===== src/rtl/div32x16_seq_if.sv =====
// rtl/div32x16_seq_if.sv - start/busy/done handshake bundle for the sequential divider
interface div32x16_seq_if #(
  parameter int NUM_W = 32,
  parameter int DEN_W = 16
);
  logic             iStart;
  logic [NUM_W-1:0] iNum;
  logic [DEN_W-1:0] iDen;
  logic [NUM_W-1:0] oQuot;
  logic [DEN_W-1:0] oRem;
  logic             oBusy;
  logic             oDone;
  logic             oDivZero;
  logic             oOverflow;

  modport master (
    output iStart, iNum, iDen,
    input  oQuot, oRem, oBusy, oDone, oDivZero, oOverflow
  );

  modport slave (
    input  iStart, iNum, iDen,
    output oQuot, oRem, oBusy, oDone, oDivZero, oOverflow
  );
endinterface


===== src/rtl/div32x16_seq.sv =====
// rtl/div32x16_seq.sv - iterative restoring divider, one shared subtractor, signed or unsigned
module div32x16_seq #(
  parameter int NUM_W  = 32,
  parameter int DEN_W  = 16,
  parameter bit SIGNED = 1'b1
) (
  input  logic         clk,
  input  logic         rst,
  div32x16_seq_if.slave bus
);
  localparam int CNT_W = $clog2(NUM_W);

  typedef enum logic [1:0] {S_IDLE, S_DIV, S_FIX} state_t;

  state_t           state, state_nxt;
  logic [CNT_W-1:0] cnt;
  logic [NUM_W-1:0] num_sh;    // numerator magnitude shifting out, quotient bits shifting in
  logic [DEN_W-1:0] den_mag;
  logic [DEN_W-1:0] prem;      // partial remainder, always < den_mag between steps
  logic [DEN_W-1:0] num_lo;    // raw low numerator bits, returned as remainder on divide-by-zero
  logic             num_neg, den_neg, den_zero;

  logic [NUM_W-1:0] quot_r;
  logic [DEN_W-1:0] rem_r;
  logic             done_r, dz_r, ov_r;

  logic             start_ok;
  logic             num_in_neg, den_in_neg;
  logic [NUM_W-1:0] num_in_mag;
  logic [DEN_W-1:0] den_in_mag;
  logic [DEN_W:0]   shifted, trial;
  logic             q_bit;
  logic [DEN_W-1:0] prem_nxt;
  logic             q_neg, ovf;
  logic [NUM_W-1:0] quot_fix, quot_sat;
  logic [DEN_W-1:0] rem_fix;

  assign start_ok   = (state == S_IDLE) && bus.iStart;
  assign num_in_neg = SIGNED && bus.iNum[NUM_W-1];
  assign den_in_neg = SIGNED && bus.iDen[DEN_W-1];
  assign num_in_mag = num_in_neg ? -bus.iNum : bus.iNum;
  assign den_in_mag = den_in_neg ? -bus.iDen : bus.iDen;

  // One restoring step: bring down the next numerator bit, keep the difference if it did not go negative
  assign shifted  = {prem, num_sh[NUM_W-1]};
  assign trial    = shifted - {1'b0, den_mag};
  assign q_bit    = ~trial[DEN_W];
  assign prem_nxt = q_bit ? trial[DEN_W-1:0] : shifted[DEN_W-1:0];

  // Sign fix-up: truncation toward zero, remainder follows the numerator
  assign q_neg    = num_neg ^ den_neg;
  assign quot_fix = q_neg ? -num_sh : num_sh;
  assign rem_fix  = num_neg ? -prem : prem;
  // Only -2^(NUM_W-1) / -1 produces a positive magnitude with the top bit set
  assign ovf      = SIGNED && !q_neg && num_sh[NUM_W-1];
  assign quot_sat = !SIGNED ? {NUM_W{1'b1}} :
                    (num_neg ? {1'b1, {(NUM_W-1){1'b0}}} : {1'b0, {(NUM_W-1){1'b1}}});

  // State register
  always_ff @(posedge clk or posedge rst) begin
    if (rst) state <= S_IDLE;
    else     state <= state_nxt;
  end

  // Next-state logic; a zero denominator makes a single dummy pass through DIV
  always_comb begin
    state_nxt = state;
    case (state)
      S_IDLE:  if (bus.iStart) state_nxt = S_DIV;
      S_DIV:   if (cnt == '0) state_nxt = S_FIX;
      S_FIX:   state_nxt = S_IDLE;
      default: state_nxt = S_IDLE;
    endcase
  end

  // Operand capture, iteration datapath and registered results
  always_ff @(posedge clk or posedge rst) begin
    if (rst) begin
      cnt      <= '0;
      num_sh   <= '0;
      den_mag  <= '0;
      prem     <= '0;
      num_lo   <= '0;
      num_neg  <= 1'b0;
      den_neg  <= 1'b0;
      den_zero <= 1'b0;
      quot_r   <= '0;
      rem_r    <= '0;
      done_r   <= 1'b0;
      dz_r     <= 1'b0;
      ov_r     <= 1'b0;
    end else begin
      done_r <= 1'b0;
      if (start_ok) begin
        num_sh   <= num_in_mag;
        den_mag  <= den_in_mag;
        prem     <= '0;
        num_lo   <= bus.iNum[DEN_W-1:0];
        num_neg  <= num_in_neg;
        den_neg  <= den_in_neg;
        den_zero <= (bus.iDen == '0);
        cnt      <= (bus.iDen == '0) ? '0 : CNT_W'(NUM_W-1);
      end else if (state == S_DIV) begin
        num_sh <= {num_sh[NUM_W-2:0], q_bit};
        prem   <= prem_nxt;
        cnt    <= cnt - 1'b1;
      end else if (state == S_FIX) begin
        done_r <= 1'b1;
        if (den_zero) begin
          quot_r <= quot_sat;
          rem_r  <= num_lo;
          dz_r   <= 1'b1;
          ov_r   <= 1'b0;
        end else if (ovf) begin
          quot_r <= {1'b0, {(NUM_W-1){1'b1}}};
          rem_r  <= '0;
          dz_r   <= 1'b0;
          ov_r   <= 1'b1;
        end else begin
          quot_r <= quot_fix;
          rem_r  <= rem_fix;
          dz_r   <= 1'b0;
          ov_r   <= 1'b0;
        end
      end
    end
  end

  assign bus.oQuot     = quot_r;
  assign bus.oRem      = rem_r;
  assign bus.oBusy     = (state != S_IDLE);
  assign bus.oDone     = done_r;
  assign bus.oDivZero  = dz_r;
  assign bus.oOverflow = ov_r;
endmodule

===== src/flat_wrapper.sv =====
// flat-port wrapper written by rule: the top's interface ports become plain ports
module div32x16_seq_flat 
#(
  parameter int NUM_W  = 32,
  parameter int DEN_W  = 16,
  parameter bit SIGNED = 1'b1
)
  (clk, rst, bus_iStart, bus_iNum, bus_iDen, bus_oQuot, bus_oRem, bus_oBusy, bus_oDone, bus_oDivZero, bus_oOverflow);
  div32x16_seq_if #(.NUM_W(NUM_W), .DEN_W(DEN_W)) bus_i ();
  input  logic clk;
  input  logic rst;
  input wire logic [$bits(bus_i.iStart)-1:0] bus_iStart;
  input wire logic [$bits(bus_i.iNum)-1:0] bus_iNum;
  input wire logic [$bits(bus_i.iDen)-1:0] bus_iDen;
  output wire logic [$bits(bus_i.oQuot)-1:0] bus_oQuot;
  output wire logic [$bits(bus_i.oRem)-1:0] bus_oRem;
  output wire logic [$bits(bus_i.oBusy)-1:0] bus_oBusy;
  output wire logic [$bits(bus_i.oDone)-1:0] bus_oDone;
  output wire logic [$bits(bus_i.oDivZero)-1:0] bus_oDivZero;
  output wire logic [$bits(bus_i.oOverflow)-1:0] bus_oOverflow;
  assign bus_i.iStart = bus_iStart;
  assign bus_i.iNum = bus_iNum;
  assign bus_i.iDen = bus_iDen;
  assign bus_oQuot = bus_i.oQuot;
  assign bus_oRem = bus_i.oRem;
  assign bus_oBusy = bus_i.oBusy;
  assign bus_oDone = bus_i.oDone;
  assign bus_oDivZero = bus_i.oDivZero;
  assign bus_oOverflow = bus_i.oOverflow;
  div32x16_seq #(.NUM_W(NUM_W), .DEN_W(DEN_W), .SIGNED(SIGNED)) u_core (.clk(clk), .rst(rst), .bus(bus_i));
endmodule

===== config.mk =====
export PLATFORM = sky130hd
export DESIGN_NAME = div32x16_seq_flat
export DESIGN_NICKNAME = d
export VERILOG_FILES = /design/src/rtl/div32x16_seq_if.sv /design/src/rtl/div32x16_seq.sv /design/src/flat_wrapper.sv
export SDC_FILE = /design/constraint.sdc
export NUM_CORES = 1
export LEC_CHECK = 0
export CORE_ASPECT_RATIO = 0.6
export CORE_MARGIN = 3
export CORE_UTILIZATION = 40
export DETAILED_ROUTE_END_ITERATION = 12
export PLACE_DENSITY = 0.63
export SLEW_MARGIN = 25
export SYNTH_ARGS = -nofsm -noshare
export SYNTH_HDL_FRONTEND = slang
export SYNTH_SLANG_ARGS = --single-unit

===== constraint.sdc =====
create_clock -name clk -period 4.3 [get_ports clk]
set_input_delay 0.86 -clock clk [delete_from_list [all_inputs] [get_ports clk]]
set_output_delay 0.86 -clock clk [all_outputs]
set_load 0.01 [all_outputs]

==> flow_summary_export.csv, run 1 <==
group,metric,value,unit
outcome,status,"finished, final reports clean",
detailed_routing,first_iter_violations,817,
placement,pre_cts_slack,649,ps
setup_path,worstSetupPathType,"reg -> reg",
setup_path,worst_setup_path_end_kind,"register",
setup_path,rr_endpoint,"u_core.num_sh[0]",
finish,nFillCells,1987,
setup_path,cp-startpoint,"u_core.num_sh[31]",
finish,final_cell_mix,"nand2_1 (177), dfrtp_1 (141), o21ai_0 (115)",
floorplan,die_h,121,um
floorplan,initial_core_util,41.3,%
power,ir_drop,0.384,mV
yosys,synth_edf_count,0,
sta,drv_slew,0,
detailed_routing,postRouteAntennaNets,0,
detailed_routing,dr.pass1.iters,5,
sta,hold_viol,0,
placement,dp_hpwl,19700,um
cts,postCtsResizedCells,0,
sta,min_period,3340,ps
setup_path,required,4630,ps
min_path,hold_class,"reg -> reg",
yosys,ys_seq_elements,141,
yosys,ys_async_sr_fraction,100,%
setup_path,r2r_slack,960,ps
detailed_routing,dr_total_vias,8067,
yosys,yosys_warnings,0,
cts,clockBufferDepth,2,
yosys,post_synth.cell_area_avg,8.42,um^2
finish,antenna_cells,0,
finish,final_common_cell,"nand2_1",
sta,fin_skew,9.26,ps
yosys,syn-num-nets,1119,
flow_run,max_cap_viol_count,0,
power,powerDensity,734,nW/um^2
finish,final_cell_count_no_fill,1417,
detailed_routing,route.detailed.vias_per_inst,5.69,
yosys,synth.distinct_cells,67,
sta,timing.final.crit_share,77.8,%
detailed_routing,finalWirelength,26200,um
sta,setup_viol,0,
grt,grt_pass1_vias,7246,
cts,numClockSinks,141,
setup_path,cp.arrival,3670,ps
detailed_routing,route.detailed.drc,0,
floorplan,core,21300,um^2
placement,dp_cells,1385,
cts,clock_latency,440,ps
setup_path,cp-start-kind,"register",
cts,clk_pin_slew,70,ps
yosys,ys.flop_type,"dfrtp_1",
setup_path,r2r-start,"u_core.num_sh[31]",
min_path,worstHoldPathCells,2,
sta,tns,0,ps
sta,fmax,299,MHz
finish,layout-drive-gt1-share,6.06,%
setup_path,cp_max_fo,17,
yosys,yosysSeqAreaShare,40.1,%
power,leakage,4.57,nW
cts,cts_buffers,17,
setup_path,endpoint,"u_core.num_sh[0]",
setup_path,r2r_cells,10,
cts,htree_num_levels,4,
sta,rsz0062_at_grt,"false",
finish,areaGrowthSynthToFinish,21.8,%
floorplan,die_area,23900,um^2
floorplan,io_pins,103,
sta,slew-limit-headroom,33.2,%
placement,portBuffers,102,
cts,ctsHoldBuffers,0,
floorplan,die_w,197,um
detailed_routing,post_drt_wl_per_cell,18.5,um
finish,nNetsFinal,1200,
grt,antenna_found_initial,0,
cts,clock-root-buffer,"clkbuf_16",
grt,grtUsageTotal,22.5,%
cts,cts_setup_buffers,0,
grt,grt-ovfl-total,0,
yosys,netlist_instances,1045,
sta,worst_pin_slew,1000,ps
placement,gp_congestion,0.910,
cts,cts_tree,"done",
sta,fin_ws,955,ps
grt,grt_pass1_wl,41600,um
grt,grt_max_degree,63,
floorplan,rows,41,
yosys,synth_area,8800,um^2
power by group:
group	total, W	internal, W	leakage (nW)	switching (W)
Combinational	0.00385	0.00170	2.64	0.00215
Clock	0.00156	0.000944	0.296	0.000615
Sequential	0.00246	0.00176	1.63	0.000701
cell families (layout without fill, tap and decap cells):
family          count (synthesis)  count (layout)  synth area share (%)
simple gates                  381             381                  20.6
compound gates                300             300                  21.1
flops                         141             141                  40.1
buf+inv                        98             191                  4.39
xor+xnor                       84              84                  8.36
fa+ha+maj                      23              23                  3.36
mux                            18              18                  2.05
flip-flops by register name (all words and copies together), names as in the netlist, 2 cells and up:
register / count
u_core.prem: 16
u_core.bus.oRem: 16
u_core.state: 2
u_core.num_sh: 32
u_core.num_lo: 16
u_core.bus.oQuot: 32
u_core.den_mag: 16
u_core.cnt: 5
layer usage:
metal	track usage, %	vias up	wire length [um]
li1	-	3870	-
met1	38.0	3839	14100
met2	27.5	339	9540
met3	5.88	19	2350
met4	4.54	0	220
met5	0	-	0
per-stage QoR:
stage / util (%) / hold WS [ps] / instance area (um^2) / total power [W]
2_1_floorplan: - / 446 / 8800 / 0.00519
3_3_place_gp: 47.4 / 462 / 10100 / 0.00619
3_5_place_dp: 47.4 / 468 / 10100 / 0.00624
4_1_cts: 50.3 / 482 / 10700 / 0.00781
5_1_grt: 50.4 / 491 / 10700 / 0.00846
6_report: 50.4 / 479 / 10700 / 0.00787
area by class of cell:
type	instances	area, um^2	share of cell area (%)
well taps	279	349	3.26
inverters	39	150	1.40
repair buffers	121	1180	11.0
flip-flops and latches	141	3530	32.9
clock buffers	19	453	4.23
multi-input cells	806	4900	45.7
clock inverters	12	159	1.48
synthesized netlist by cell type, types with 6 or more instances:
master	instances	share of area [%]
nand2_1	178	7.6
dfrtp_1	141	40
o21ai_0	115	6.5
nor2_1	68	2.9
a21oi_1	52	3.0
xnor2_1	49	4.9
clkbuf_1	48	2.0
inv_1	38	1.6
xor2_1	35	3.5
a31oi_1	30	2.1
ha_1	22	3.1
nor3_1	22	1.3
o31ai_1	22	1.9
nand3_1	21	1.2
mux2i_1	18	2.0
nand2b_1	16	1.1
a221oi_1	13	1.3
a21o_1	12	1.0
a22oi_1	10	0.85
nor2b_1	10	0.71
nor4_1	10	0.71
or3_1	10	0.71
and3_1	9	0.64
a22o_1	6	0.60
buf_1	6	0.26
o211ai_1	6	0.51
o41ai_1	6	0.60
how the worst min path moves through the flow:
stage | from | to | slack, ps
3_5_place_dp | u_core.bus.oQuot[8] | u_core.bus.oQuot[8] | 470
6_report | u_core.den_mag[4] | u_core.den_mag[4] | 480
5_1_grt | u_core.bus.oQuot[8] | u_core.bus.oQuot[8] | 490
3_3_place_gp | u_core.bus.oQuot[15] | u_core.bus.oQuot[15] | 460
2_1_floorplan | u_core.num_lo[10] | u_core.num_lo[10] | 450
4_1_cts | u_core.bus.oQuot[8] | u_core.bus.oQuot[8] | 480
critical path, cell delays in order, from the launching register on:
cell and delay, ps:
dfrtp_1 520, inv_1 280, ha_1 240, fa_1 220
nor2b_1 70, o31ai_1 540, a31oi_1 210, a41oi_1 270
nand4_1 220, buf_4 290, a221o_1 360
No activity file was read; power rests on OpenSTA's default activity.
==> run 2, diff against run 1 <==
--- a/config.mk
+++ b/config.mk
@@ -9,7 +9,7 @@
 export CORE_MARGIN = 3
 export CORE_UTILIZATION = 40
 export DETAILED_ROUTE_END_ITERATION = 12
-export PLACE_DENSITY = 0.63
+export PLACE_DENSITY = 0.6
 export SLEW_MARGIN = 25
 export SYNTH_ARGS = -nofsm -noshare
 export SYNTH_HDL_FRONTEND = slang
==> constraint.sdc (replaced) <==
create_clock -name clk -period 3.2 [get_ports clk]
set_input_delay 0.64 -clock clk [delete_from_list [all_inputs] [get_ports clk]]
set_output_delay 0.64 -clock clk [all_outputs]
set_load 0.01 [all_outputs]
==> run 2 against run 1 <==
Net effect: clock power rose by 24%; power rose by 35%; register-to-register slack lost 560 ps; via count grew 0.22%; routed wire length up 3.1%; first-iteration DRC count rose by 9.4%; cell count increased by 1.5%; critical endpoint is now u_core.num_sh[12]; die area unchanged; setup slack worse by 600 ps; sequential cell count unchanged; clock skew shrank 0.56 ps.
==> flow_summary_export.csv, run 2 (synthesis results as in run 1) <==
group,metric,value,unit
outcome,status,"finished, final reports clean",
detailed_routing,route.detailed.drc,0,
power,p_comb_share,50.9,%
sta,fin_skew,8.70,ps
grt,grt_max_degree,79,
sta,fmax,352,MHz
detailed_routing,postRouteAntennaNets,0,
finish,antenna_cells,0,
floorplan,rows,41,
cts,numClockSinks,141,
sta,slew-limit-headroom,32.8,%
power,pwr-share-clk,18.3,%
sta,drv_slew,0,
power,p_int,0.00589,W
sta,min_period,2840,ps
finish,areaGrowthSynthToFinish,23.6,%
detailed_routing,dr.pass1.iters,5,
sta,hold_viol,0,
finish,final_common_cell,"nand2_1",
finish,final_area,10900,um^2
setup_path,critPathSlowestCell,"or4b_1",
detailed_routing,post_drt_wl_per_cell,18.8,um
sta,timing.hold.ws,469,ps
sta,rsz0062_at_grt,"false",
grt,grt_pass1_vias,7117,
floorplan,io_pins,103,
finish,layout-drive-gt1-share,7.33,%
flow_run,max_cap_viol_count,0,
grt,grtUsageMet2,27.0,%
floorplan,die_h,121,um
grt,grt_pass1_wl,42400,um
cts,postCtsResizedCells,0,
power,seqPwrFrac,30.7,%
setup_path,required,3540,ps
detailed_routing,dr_total_vias,8085,
power,finalPower,0.0106,W
power,ir_drop,0.455,mV
cts,clockBufferDepth,2,
floorplan,core,21300,um^2
placement,placed_area,10300,um^2
grt,grt-ovfl-total,0,
sta,timing.final.crit_share,88.8,%
cts,clock_latency,430,ps
floorplan,initial_core_util,41.3,%
grt,grtUsageTotal,23.0,%
setup_path,critPathBufInv,3,
cts,ctsHoldBuffers,0,
cts,htree_num_levels,4,
grt,met1_usage,40.6,%
floorplan,die_area,23900,um^2
min_path,hold_class,"reg -> reg",
finish,final_cell_count_no_fill,1438,
power,switching_share,44.4,%
finish,nFillCells,2032,
sta,setup_viol,0,
detailed_routing,first_iter_violations,894,
setup_path,worst_setup_path_end_kind,"register",
power,leakage,4.67,nW
setup_path,cp_top_family,"simple AND/OR/NAND/NOR gates",
setup_path,crit_chain,"clkdlybuf4s50_1 > inv_1 > ha_1 > or4b_1 > or3_1 > or2_1 > buf_4 > o31ai_1 > xnor2_1 > nor2_1 > a31oi_1",
detailed_routing,finalWirelength,27000,um
grt,grt-busiest-layer,"met1",
grt,met3_usage,5.02,%
finish,nNetsFinal,1222,
power,p_switching,0.00470,W
cts,cts_tree,"done",
detailed_routing,route.detailed.vias_per_inst,5.62,
cts,clock-root-buffer,"clkbuf_16",
setup_path,cp-start-kind,"primary input",
placement,portBuffers,102,
setup_path,cp_max_fo,3,
placement,pre_cts_slack,-71.5,ps
finish,final_cell_mix,"nand2_1 (177), dfrtp_1 (141), o21ai_0 (115)",
cts,cts_buffers,17,
cts,cts_setup_buffers,0,
grt,antenna_found_initial,0,
floorplan,die_w,197,um
sta,fin_ws,357,ps
power,powerDensity,974,nW/um^2
cts,clk_pin_slew,60,ps
placement,dp_cells,1408,
setup_path,cp.arrival,3190,ps
placement,gp_congestion,0.891,
setup_path,cp_slowest_stage_delay,450,ps
sta,worst_pin_slew,1010,ps
placement,dp_hpwl,20300,um
setup_path,worstSetupPathType,"in -> reg",
[run 2: changes by cell type in the layout (fill, tap and decap cells not counted), sizes merged]
| cell | before | now |
|---|---|---|
| buf | 20 | 41 |
| bufinv | 3 | 2 |
| clkbuf | 19 | 20 |
| clkdlybuf4s50 | 101 | 102 |
| clkinv | 5 | 3 |
| clkinvlp | 3 | 7 |
| inv | 40 | 37 |
[run 2: through the flow]
stage	TNS [ps]	util, %
finish	0	51.1
global route	0	51.1
CTS	0	51.1
detailed placement	-242	48.4
global placement	-120	48.4
floorplan	0	-
[run 2: power groups by stage]
stage	Sequential, W	Clock (W)	Combinational [W]
after floorplan	0.00284	0	0.00413
after global placement	0.00323	0	0.00524
after detailed placement	0.00324	0	0.00531
after CTS	0.00321	0.00197	0.00534
after global routing	0.00333	0.00204	0.00605
final	0.00326	0.00194	0.00539
[run 2: final timing paths]
kind	startpoint	slack, ps	cells past startpoint	to
max in group asynchronous	rst	1850	3	u_core.bus.oQuot[23]
max reg2reg	u_core.prem[1]	400	8	u_core.num_sh[0]
min reg2reg	u_core.bus.oQuot[10]	470	2	u_core.bus.oQuot[10]
max	bus_iNum[0]	360	11	u_core.num_sh[12]
min	u_core.bus.oQuot[10]	470	2	u_core.bus.oQuot[10]
min in group asynchronous	rst	680	2	u_core.bus.oRem[4]
[run 2: worst register-to-register path, stage by stage (launching register included)]
cell	delay [ps]
dfrtp_1	470
ha_1	390
nor2b_1	160
o31ai_1	470
a31oi_1	220
a41oi_1	260
nand4_1	100
buf_4	250
a221o_1	380
[run 2: layout make-up]
class	count	area, um^2	share of cell area [%]
Sequential cell	141	3530	32.5
Tap cell	279	349	3.21
Timing Repair Buffer	143	1380	12.7
Multi-Input combinational cell	806	4900	45.1
Clock buffer	20	447	4.11
Clock inverter	10	119	1.09
Inverter	39	150	1.38
[run 2: metal layers]
| metal | routed length (um) | share of wire (%) |
|---|---|---|
| met1 | 14800 | 55 |
| met2 | 9650 | 36 |
| met3 | 2420 | 9.0 |
| met4 | 162 | 0.60 |
| met5 | 0 | 0 |
==> run 3, diff against run 2 <==
--- a/config.mk
+++ b/config.mk
@@ -8,6 +8,7 @@
 export CORE_ASPECT_RATIO = 0.6
 export CORE_MARGIN = 3
 export CORE_UTILIZATION = 40
+export CTS_CLUSTER_SIZE = 16
 export DETAILED_ROUTE_END_ITERATION = 12
 export PLACE_DENSITY = 0.6
 export SLEW_MARGIN = 25
==> results of run 3 <==
The final DEF is identical to that of run 2; final timing and power are the same.
